## config.mk

```make
export PLATFORM = sky130hd
export DESIGN_NAME = mix_field_unit
export DESIGN_NICKNAME = d
export VERILOG_FILES = /design/src/rtl/mix_field_unit.sv
export SDC_FILE = /design/constraint.sdc
export NUM_CORES = 1
export LEC_CHECK = 0
export BUFFER_PORTS_ARGS = -buffer_cell sky130_fd_sc_hd__buf_2
export CAP_MARGIN = 25
export CORE_MARGIN = 5
export CORE_UTILIZATION = 40
export DETAILED_ROUTE_END_ITERATION = 10
export GPL_ROUTABILITY_DRIVEN = 1
export RECOVER_POWER = 25
export SETUP_SLACK_MARGIN = 0.5
export SYNTH_ARGS = -nofsm -noshare
export SYNTH_HDL_FRONTEND = slang
export SYNTH_SLANG_ARGS = --single-unit
```

## constraint.sdc

```tcl
create_clock -name clk -period 3.5 [get_ports clk]
set_clock_uncertainty 0.1 [all_clocks]
set_input_delay 0.875 -clock clk [delete_from_list [all_inputs] [get_ports clk]]
set_output_delay 0.875 -clock clk [all_outputs]
set_load 0.005 [all_outputs]
```

## src/rtl/mix_field_unit.sv

```systemverilog
// mix_field_unit: byte-serial MIX field-spec STORE / LOAD / LOADN on a sign + NBYTES*BYTE_W word (optional macro MIX_FIELD_FASTPATH_EN).
// Latency: stop pulses 1+N cycles after the start edge (N = bytes in the field); 1 cycle for invalid or sign-only requests.
// Backpressure: none; start is honoured only in IDLE and is ignored while busy. Full-word fields finish in 1 cycle with the macro defined.
module mix_field_unit #(
    parameter int BYTE_W = 6,
    parameter int NBYTES = 5,
    parameter int WORD_W = 1 + NBYTES * BYTE_W
) (
    input  logic              clk,
    input  logic              rst_n,
    input  logic              start,
    input  logic [1:0]        mode,
    input  logic [5:0]        field,
    input  logic [WORD_W-1:0] data,
    input  logic [WORD_W-1:0] in,
    output logic [WORD_W-1:0] out,
    output logic              stop,
    output logic              err,
    output logic              busy
);
    localparam int BODY_W = NBYTES * BYTE_W;

    localparam logic [1:0] S_IDLE = 2'd0;
    localparam logic [1:0] S_RUN  = 2'd1;
    localparam logic [1:0] S_DONE = 2'd2;

    localparam logic [1:0] M_STORE = 2'b00;
    localparam logic [1:0] M_LOADN = 2'b10;
    localparam logic [1:0] M_RSVD  = 2'b11;

    logic [1:0]        state;
    logic [BODY_W-1:0] data_q;
    logic [BODY_W-1:0] in_q;
    logic              is_store_q;
    logic              bad_q;
    logic [2:0]        lb_q;
    logic [2:0]        dst_q;
    logic [2:0]        src_q;
    logic [WORD_W-1:0] work_q;

    logic [2:0]        fl;
    logic [2:0]        fr;
    logic [2:0]        lb;
    logic              req_bad;
    logic              init_sign;
    logic [WORD_W-1:0] init_word;
    logic [2:0]        wr_idx;
    logic [BYTE_W-1:0] wr_byte;
`ifdef MIX_FIELD_FASTPATH_EN
    logic              full_word;
    logic [WORD_W-1:0] fast_word;
`endif

    // Byte k (1 = most significant) of a sign-less word body; indices outside 1..NBYTES read as zero.
    function automatic logic [BYTE_W-1:0] get_byte(input logic [BODY_W-1:0] w, input logic [2:0] k);
        logic [BYTE_W-1:0] b;
        b = '0;
        for (int i = 1; i <= NBYTES; i++) begin
            if (k == 3'(i)) begin
                b = w[(NBYTES-i)*BYTE_W +: BYTE_W];
            end
        end
        return b;
    endfunction

    // Decode the field spec and build the starting working word for an accepted request.
    always_comb begin
        fl      = field[5:3];
        fr      = field[2:0];
        lb      = (fl == 3'd0) ? 3'd1 : fl;
        req_bad = (fl > fr) || (fr > 3'(NBYTES)) || (mode == M_RSVD);
        if (mode == M_STORE) begin
            init_sign = (fl == 3'd0) ? in[WORD_W-1] : data[WORD_W-1];
            init_word = {init_sign, data[BODY_W-1:0]};
        end else begin
            init_sign = (fl == 3'd0) ? data[WORD_W-1] : 1'b0;
            if (mode == M_LOADN) begin
                init_sign = ~init_sign;
            end
            init_word = {init_sign, {BODY_W{1'b0}}};
        end
`ifdef MIX_FIELD_FASTPATH_EN
        full_word = (fl == 3'd0) && (fr == 3'(NBYTES));
        if (mode == M_STORE) begin
            fast_word = in;
        end else if (mode == M_LOADN) begin
            fast_word = {~data[WORD_W-1], data[BODY_W-1:0]};
        end else begin
            fast_word = data;
        end
`endif
    end

    // STORE moves register byte src into field byte dst; LOAD moves field byte dst into result byte src.
    always_comb begin
        wr_idx  = is_store_q ? dst_q : src_q;
        wr_byte = is_store_q ? get_byte(in_q, src_q) : get_byte(data_q, dst_q);
    end

    assign busy = (state != S_IDLE);

    // Sequencer: latch operands on start, walk the field one byte per cycle, publish the result with a stop pulse.
    always_ff @(posedge clk) begin
        if (!rst_n) begin
            state      <= S_IDLE;
            data_q     <= '0;
            in_q       <= '0;
            is_store_q <= 1'b0;
            bad_q      <= 1'b0;
            lb_q       <= '0;
            dst_q      <= '0;
            src_q      <= '0;
            work_q     <= '0;
            out        <= '0;
            stop       <= 1'b0;
            err        <= 1'b0;
        end else begin
            stop <= 1'b0;
            case (state)
                S_IDLE: begin
                    if (start) begin
                        data_q     <= data[BODY_W-1:0];
                        in_q       <= in[BODY_W-1:0];
                        is_store_q <= (mode == M_STORE);
                        bad_q      <= req_bad;
                        lb_q       <= lb;
                        dst_q      <= fr;
                        src_q      <= 3'(NBYTES);
                        err        <= 1'b0;
                        if (req_bad) begin
                            work_q <= data;
                            state  <= S_DONE;
                        end
`ifdef MIX_FIELD_FASTPATH_EN
                        else if (full_word) begin
                            work_q <= fast_word;
                            state  <= S_DONE;
                        end
`endif
                        else begin
                            work_q <= init_word;
                            // Field 0:0 touches only the sign, which is already in place.
                            state  <= (fr == 3'd0) ? S_DONE : S_RUN;
                        end
                    end
                end
                S_RUN: begin
                    for (int i = 1; i <= NBYTES; i++) begin
                        if (wr_idx == 3'(i)) begin
                            work_q[(NBYTES-i)*BYTE_W +: BYTE_W] <= wr_byte;
                        end
                    end
                    dst_q <= dst_q - 3'd1;
                    src_q <= src_q - 3'd1;
                    if (dst_q == lb_q) begin
                        state <= S_DONE;
                    end
                end
                S_DONE: begin
                    out   <= work_q;
                    stop  <= 1'b1;
                    err   <= bad_q;
                    state <= S_IDLE;
                end
                default: begin
                    state <= S_IDLE;
                end
            endcase
        end
    end
endmodule
```

Yosys cells after proc, flatten, opt, wreduce, memory -nomap -nowiden
Index checks and enable logic that the tools add are counted.
{"block": "word_totals", "register_bits": 137, "latchBits": 0, "mem_bits_rw": 0, "rom_bits": 0, "inputBits": 73, "output_inout_bits": 34, "word_cells": 104, "n_memories": 0}
{"block": "classes", "addsub": 2, "mul": 0, "div_mod_pow": 0, "magnitude_cmp": 2, "eq_ne": 27, "shifts": 0, "muxes": 37, "bitwise_logic": 1, "reduce_logical": 18}
{"operator": "$mux 6", "count": 16}
{"operator": "$mux 31", "count": 2}
{"operator": "$pmux 30 s2", "count": 1}
{"operator": "$mux 30", "count": 1}
{"operator": "$eq 3x2->1 const B", "count": 6}
{"operator": "$eq 3x3->1 const B", "count": 6}
{"operator": "$reduce_and 3->1", "count": 5}
{"operator": "$ne 2x2->1 const B", "count": 7}
{"operator": "$mux 3", "count": 4}
{"operator": "$pmux 3 s2", "count": 2}
{"operator": "$eq 3x1->1 const B", "count": 3}
{"operator": "$mux 2", "count": 4}
{"operator": "$reduce_and 2->1", "count": 4}
{"operator": "$eq 2x2->1 const B", "count": 3}
{"operator": "$logic_not 3->1", "count": 2}
{"operator": "$reduce_bool 2->1", "count": 3}
{"operator": "$sub 3x1->3 const B", "count": 2}
{"operator": "$mux 1", "count": 5}
{"operator": "$logic_not 2->1", "count": 2}
{"operator": "$pmux 2 s2", "count": 1}
{"operator": "$eq 3x3->1", "count": 1}
{"operator": "$gt 3x3->1", "count": 1}
{"operator": "$gt 3x3->1 const B", "count": 1}
{"operator": "$eq 2x1->1 const B", "count": 1}
{"operator": "other kinds (3)", "count": 4}

Depth between registers and ports, before layout
Gate-level depths: netlist of the first run.
{"block": "depth", "ltp_word": 9, "ltp_mapped": 9}

Worst setup path after synthesis of the first run
No wires, ideal clock.
{"block": "synth_path", "path_type": "input-to-reg", "startpoint": "in field[2]", "endpoint": "reg work_q[0]", "setup_time_ps": 74, "t_arrival_ps": 2198, "required_ps": 3326, "setup_slack_ps": 1128, "stages": 8, "n_path_buf": 1, "cell_sequence": "inv_1 -> ha_1 -> and3b_1 -> o21ai_0 -> a21oi_1 -> clkbuf_1 -> nand2_1 -> a31oi_2"}
{"block": "synth_between", "elab_chain_cells": 6, "word_cells_on_any_way": 7, "classes_between": "order compare (2); mux (3); reduce/logical (2)"}
{"element": "start, declared", "line": "13", "rtl": "input logic [5:0] field,"}
{"element": "$gt 3x3->1", "line": "71", "rtl": "req_bad = (fl > fr) || (fr > 3'(NBYTES)) || (mode == M_RSVD);"}
{"element": "$logic_or 1x1->1 (*) (2 in a row)", "line": "71"}
{"element": "$mux 31 (*)", "line": "130", "rtl": "if (req_bad) begin"}
{"element": "$mux 30 (*)", "line": "121", "rtl": "if (start) begin"}
{"element": "$pmux 30 s2 (*)", "line": "119", "rtl": "case (state)"}
{"element": "end signal, assigned", "line": "131", "rtl": "work_q <= data;"}
{"element": "end signal, assigned", "line": "141", "rtl": "work_q <= init_word;"}
{"element": "end signal, assigned by index", "line": "150", "rtl": "work_q[(NBYTES-i)*BYTE_W +: BYTE_W] <= wr_byte;"}
{"element": "end, declared", "line": "39", "rtl": "logic [WORD_W-1:0] work_q;"}
Mark *: on every way between the ends. The rest lies on a longest branch, timed or not. The select of a mux whose other input is x is not followed.
A chain may end at the register's enable or synchronous reset.

Final worst setup path of the first run
{"block": "layout_path", "startpoint": "reg dst_q[0]", "endpoint": "reg work_q[19]"}
{"block": "layout_between", "elab_chain_cells": 9, "word_cells_on_any_way": 17, "classes_between": "eq/ne (7); mux (9); reduce/logical (1)"}
{"element": "start, declared", "line": "37", "rtl": "logic [2:0] dst_q;"}
{"element": "start signal, assigned", "line": "127", "rtl": "dst_q <= fr;"}
{"element": "start signal, assigned", "line": "153", "rtl": "dst_q <= dst_q - 3'd1;"}
{"element": "$eq 3x1->1", "line": "59", "rtl": "if (k == 3'(i)) begin"}
{"element": "$mux 6 (5 in a row)", "line": "59"}
{"element": "$mux 6", "line": "97", "rtl": "wr_byte = is_store_q ? get_byte(in_q, src_q) : get_byte(data_q, dst_q);"}
{"element": "$mux 6", "line": "149", "rtl": "if (wr_idx == 3'(i)) begin"}
{"element": "$pmux 30 s2", "line": "119"}
Several ways; a longest one is shown, not always the timed one. The select of a mux whose other input is x is not followed.

==> impl_metrics.json, run 1 <==
{
  "fin_crit_sh_pct": 71.0,
  "max_freq_mhz": 402,
  "die_w_um": 135,
  "grt_max_degree": 72,
  "path_max_fanout": 12,
  "setup_viol": 0,
  "h-tree-depth": 4,
  "ys_ff_latch": 137,
  "n_fill_cell": 1583,
  "power_frac_seq_pct": 42.0,
  "total_leakage_power_uw": 0.00295,
  "ant_nets": 0,
  "wirelength_um": 16600,
  "hold_path_class": "flop to flop",
  "core_area_um2": 15300,
  "critPathMaxStageDelay_ns": 0.50,
  "finalHoldViolations": 0,
  "diodes": 0,
  "synth_cells": 790,
  "finish.net_count": 951,
  "port-buffer-count": 106,
  "post-route-cell-area_um2": 7470,
  "crit_chain": "inv_1 -> ha_1 -> a21oi_1 -> o21ai_0 -> a22oi_1 -> o32a_1 -> a31oi_1",
  "sw_frac_of_total_pct": 27.0,
  "drive_gt1_share_pct": 16.6,
  "synth_enable_flop_cells": 0,
  "finalCoreUtilization_pct": 48.8,
  "placed_area_um2": 6880,
  "synth_area_um2": 6270,
  "maxCapViolations": 0,
  "critPathTopFamily": "compound AO/OA/AOI/OAI gates",
  "ff_latch_area_um2": 2740,
  "synth_cell_type_count": 51,
  "internal-power_uw": 3100,
  "cts_resized": 0,
  "synth_warnings": 0,
  "grt_setup_unrepaired": "no",
  "multi_input_area_um2": 3180,
  "drt-pass1-iter-count": 5,
  "cp-start-kind": "flop",
  "worst_pin_slew_ns": 1.24,
  "critical_path_buf_inv_count": 1,
  "row_count": 45,
  "setup_slack_ns": 1.01,
  "post_cts_buffers": 0,
  "cts_sinks": 137,
  "overflow": 0,
  "grt_use_total_pct": 18.7,
  "power.density_nw_per_um2": 568,
  "ys_seq_area_share_pct": 43.7,
  "r2r_slack_ns": 1.01,
  "cts_buffer_depth": 2,
  "syn_avg_cell_area_um2": 7.94,
  "period_minus_slack_ns": 2.49,
  "viasPerCell": 5.03,
  "endpoint_kind": "flop",
  "status": "finished clean",
  "clock_latency_ns": 0.41,
  "wire_per_inst_um": 15.3,
  "synthArstFlopShare_pct": 0,
  "initial_utilization_pct": 40.9,
  "path_clk_slew_ns": 0.06,
  "drt_iter0_markers": 300,
  "area_delta_synth_final_pct": 19.2,
  "tns_ns": 0,
  "worst-endpoint-arrival_ns": 2.66,
  "crit_type": "flop to flop",
  "place.gp.congestion": 0.793,
  "antenna_found_initial": 1,
  "die_area_um2": 18300,
  "layout_commonest_cell": "nand2_1",
  "postCtsHoldBufs": 0,
  "dp.final_hpwl_um": 11400,
  "comb_power_share_pct": 14.4,
  "pin_count": 107,
  "cts_buffers": 17,
  "power_switching_uw": 1150,
  "die_y_um": 135,
  "relSlewSlack_pct": 17.6,
  "vias": 5472,
  "ctsRootBufferMaster": "clkbuf_16",
  "layout_common_cells": "nand2_1, dfxtp_1, buf_2, a21boi_0, a31oi_1",
  "cts_tree": "done",
  "ir_drop_mv": 0.396,
  "dpl_worst_slack_ns": 0.767,
  "crit_required_ns": 3.67,
  "grt_pass1_vias": 5314,
  "grt_first_pass_wirelength_um": 27200,
  "cpMaxStageDelayCell": "o32a_1",
  "syn_nets": 876,
  "synth_ff_type": "dfxtp_1",
  "report.final.slew_viol_count": 0,
  "drcViolationCount": 0,
  "pwr-share-clk_pct": 43.6
}
[layout make-up]
cell class / count / area share, %
Clock inverter: 10 / 1.91
Clock buffer: 21 / 6.29
Tap cell: 211 / 3.53
Timing Repair Buffer: 115 / 8.07
Sequential cell: 137 / 36.7
Multi-Input combinational cell: 575 / 42.6
Inverter: 19 / 0.954
[final timing paths]
path              from    endpoint  cells after the start
max           dst_q[0]  work_q[19]                      7
min          data_q[5]   data_q[5]                      2
max reg2reg   dst_q[0]  work_q[19]                      7
min reg2reg  data_q[5]   data_q[5]                      2
[registers in the layout (all words and copies together) (netlist names)]
| name | flops |
|---|---|
| is_store_q | 1 |
| bad_q | 1 |
| stop | 1 |
| in_q | 30 |
| out | 31 |
| src_q | 3 |
| err | 1 |
| dst_q | 3 |
| data_q | 30 |
| lb_q | 3 |
| work_q | 31 |
| state | 2 |
[cell families (layout without fill, tap and decap cells)]
family                     Yosys count  after routing  share of synthesized area [%]
AOI/OAI and AO/OA                  250            250                           26.6
xor gates and xnor gates             5              5                          0.698
adders and majority gates           13             13                           2.59
buffers and inverters               78            165                           5.65
DFF                                137            137                           43.7
muxes                                3              3                          0.519
and+or+nand+nor                    304            304                           20.2
[cells in the mapped netlist, types with 2 or more instances]
cell type,count,area [um^2]
inv_1,18,67.6
nand3_1,7,35.0
nor2_1,20,75.1
a22oi_1,6,45.0
nor3_1,9,45.0
o32a_1,4,40.0
dfxtp_1,137,2740
a21oi_1,32,160
buf_4,5,37.5
a311oi_1,2,17.5
a221oi_1,2,17.5
a31oi_1,35,219
o21ai_0,32,160
nor2b_1,4,25.0
a21boi_0,74,556
and3b_1,2,17.5
nand4b_1,2,17.5
or3_4,2,22.5
nor3b_1,4,30.0
and2_1,3,18.8
buf_2,28,140
o21ai_2,2,17.5
o21a_1,2,15.0
o21ai_1,20,100
nand2b_1,9,56.3
nand3b_1,2,15.0
a21boi_1,20,150
xnor2_1,5,43.8
a21o_1,6,45.0
o221a_2,2,22.5
nand2_1,237,890
buf_1,2,7.51
ha_1,13,163
mux2_2,2,22.5
clkbuf_1,23,86.3
o211ai_1,2,15.0
[metrics by stage]
stage / instances / hold slack (ns) / total power [uW]
6_report: 1088 / 0.355 / 4250
5_1_grt: 1088 / 0.370 / 4460
4_1_cts: 1088 / 0.355 / 4290
3_5_place_dp: 1057 / 0.346 / 2430
3_3_place_gp: 1057 / 0.343 / 2430
2_1_floorplan: 790 / 0.332 / 2230
[metal layers]
layer / wire [um] / global-route usage [%] / share of wire, %
met1: 7950 / 25.2 / 48
met2: 7610 / 29.8 / 46
met3: 916 / 4.90 / 5.5
met4: 143 / 4.65 / 0.86
met5: 13 / 0 / 0.078
[power by group through the flow]
| stage | sequential [uW] | combinational [uW] | clock [uW] |
|---|---|---|---|
| 2_1_floorplan | 1780 | 457 | 0 |
| 3_3_place_gp | 1810 | 614 | 0 |
| 3_5_place_dp | 1810 | 618 | 0 |
| 4_1_cts | 1780 | 623 | 1890 |
| 5_1_grt | 1800 | 695 | 1960 |
| 6_report | 1780 | 610 | 1850 |
[worst min-delay path: cells and delay by family (launching register included)]
family | cells | cell delay, ns
DFF | 1 | 0.31
AOI/OAI and AO/OA | 1 | 0.05
and+or+nand+nor | 1 | 0.05
(Power assumes the default switching activity.)
==> inputs of run 2 (changes only) <==
==> constraint.sdc (replaced) <==
create_clock -name clk -period 2.3 [get_ports clk]
set_clock_uncertainty 0.1 [all_clocks]
set_input_delay 0.575 -clock clk [delete_from_list [all_inputs] [get_ports clk]]
set_output_delay 0.575 -clock clk [all_outputs]
set_load 0.005 [all_outputs]
==> impl_metrics.json, run 2 (synthesis gave the netlist of run 1 again) <==
{
  "layout_common_cells": "nand2_1, dfxtp_1, buf_2, a21boi_0, buf_4",
  "grt_use_total_pct": 18.9,
  "worst-endpoint-arrival_ns": 2.13,
  "path_max_fanout": 6,
  "viasPerCell": 5.03,
  "ir_drop_mv": 0.549,
  "placed_area_um2": 7130,
  "h-tree-depth": 4,
  "report.final.slew_viol_count": 0,
  "n_fill_cell": 1541,
  "overflow": 0,
  "reg2regPathDepth": 8,
  "period_minus_slack_ns": 1.88,
  "wirelength_um": 17000,
  "drive_gt1_share_pct": 26.5,
  "vias": 5662,
  "ff_latch_area_um2": 2760,
  "crit_required_ns": 2.55,
  "crit_path_start": "src_q[1]",
  "layout_commonest_cell": "nand2_1",
  "hold_path_class": "input pin to flop",
  "r2r_end": "work_q[18]",
  "grt_pass1_vias": 5498,
  "cp-start-kind": "flop",
  "rr_startpoint": "src_q[1]",
  "status": "finished clean",
  "cts_tree": "done",
  "pin_count": 107,
  "multi_input_area_um2": 3460,
  "postCtsHoldBufs": 0,
  "maxCapViolations": 0,
  "endpoint_kind": "flop",
  "crit_end": "work_q[18]",
  "path_clk_slew_ns": 0.06,
  "tns_ns": 0,
  "cts_buffers": 17,
  "grt_max_degree": 46,
  "cts_sinks": 137,
  "setup_viol": 0,
  "clock_latency_ns": 0.42,
  "die_y_um": 135,
  "area_delta_synth_final_pct": 30.5,
  "post-route-cell-area_um2": 8180,
  "relSlewSlack_pct": 68.5,
  "max_freq_mhz": 532,
  "row_count": 45,
  "antenna_found_initial": 0,
  "diodes": 0,
  "drt_iter0_markers": 289,
  "port-buffer-count": 106,
  "setup_slack_ns": 0.420,
  "wire_per_inst_um": 15.1,
  "dpl_worst_slack_ns": 0.0932,
  "ant_nets": 0,
  "dp.final_hpwl_um": 12100,
  "total_leakage_power_uw": 0.00323,
  "top_regs": "out (31), work_q (31)",
  "fin_crit_sh_pct": 81.8,
  "grt_setup_unrepaired": "yes",
  "finalHoldViolations": 0,
  "crit_type": "flop to flop",
  "drcViolationCount": 0,
  "die_w_um": 135,
  "core_area_um2": 15300,
  "r2r_slack_ns": 0.42,
  "grt_first_pass_wirelength_um": 27800,
  "worst_pin_slew_ns": 0.470,
  "drt-pass1-iter-count": 5,
  "die_area_um2": 18300,
  "power.density_nw_per_um2": 813,
  "initial_utilization_pct": 40.9,
  "finish.net_count": 988,
  "ctsRootBufferMaster": "clkbuf_16",
  "cts_buffer_depth": 2,
  "place.gp.congestion": 0.856
}
[run 2: per-layer routing]
metal | vias up | wire length (um) | track usage [%] | part of all wire (%)
met5 | - | 0 | 0 | 0
met4 | 0 | 165 | 5.54 | 0.97
met3 | 13 | 855 | 4.83 | 5.0
met2 | 121 | 7980 | 30.5 | 47
met1 | 2605 | 8040 | 25.0 | 47
li1 | 2923 | - | - | -
[run 2: final cells by class]
class / instances / area share (%)
Inverter: 19 / 1.13
Sequential cell: 137 / 33.8
Clock buffer: 19 / 5.54
Tap cell: 211 / 3.23
Multi-Input combinational cell: 575 / 42.3
Timing Repair Buffer: 152 / 12.2
Clock inverter: 12 / 1.82
[run 2: worst min path at each step]
| stage | start | endpoint | slack, ns | cells after the start |
|---|---|---|---|---|
| 3_5_place_dp | data_q[15] | data_q[15] | 0.35 | 2 |
| 2_1_floorplan | data_q[3] | data_q[3] | 0.33 | 2 |
| 4_1_cts | in[13] | in_q[13] | 0.29 | 3 |
| 5_1_grt | in[12] | in_q[12] | 0.29 | 3 |
| 6_report | in[12] | in_q[12] | 0.30 | 3 |
| 3_3_place_gp | data_q[16] | data_q[16] | 0.34 | 2 |
[run 2: power by group]
| group | total (uW) | internal [uW] | switching (uW) |
|---|---|---|---|
| registers | 2700 | 2570 | 132 |
| logic | 1180 | 515 | 667 |
| clock network | 2770 | 1750 | 1020 |
| total | 6650 | 4840 | 1820 |
[run 2: through the flow]
stage	total power, uW	util [%]	cells	hold slack [ns]
finish	6650	53.4	1125	0.299
global route	6970	53.4	1125	0.292
CTS	6670	52.5	1117	0.285
detailed placement	3790	46.6	1072	0.349
global placement	3780	46.6	1072	0.345
floorplan	3440	-	790	0.332
[run 2: timing repair]
action                     in CTS  in global routing
hold endpoints to repair        0                  0
setup endpoints to repair      31                 31
setup buffers                  14                  8
gates resized for setup        49                 28
pin swaps                      24                 17
[run 2: critical path, cell delays in order, from the launching register on]
cell	delay (ns)
dfxtp_4	0.37
inv_6	0.08
ha_4	0.17
buf_4	0.14
nand2_1	0.06
o21ai_2	0.12
a31oi_2	0.12
or3_4	0.47
a31oi_1	0.17
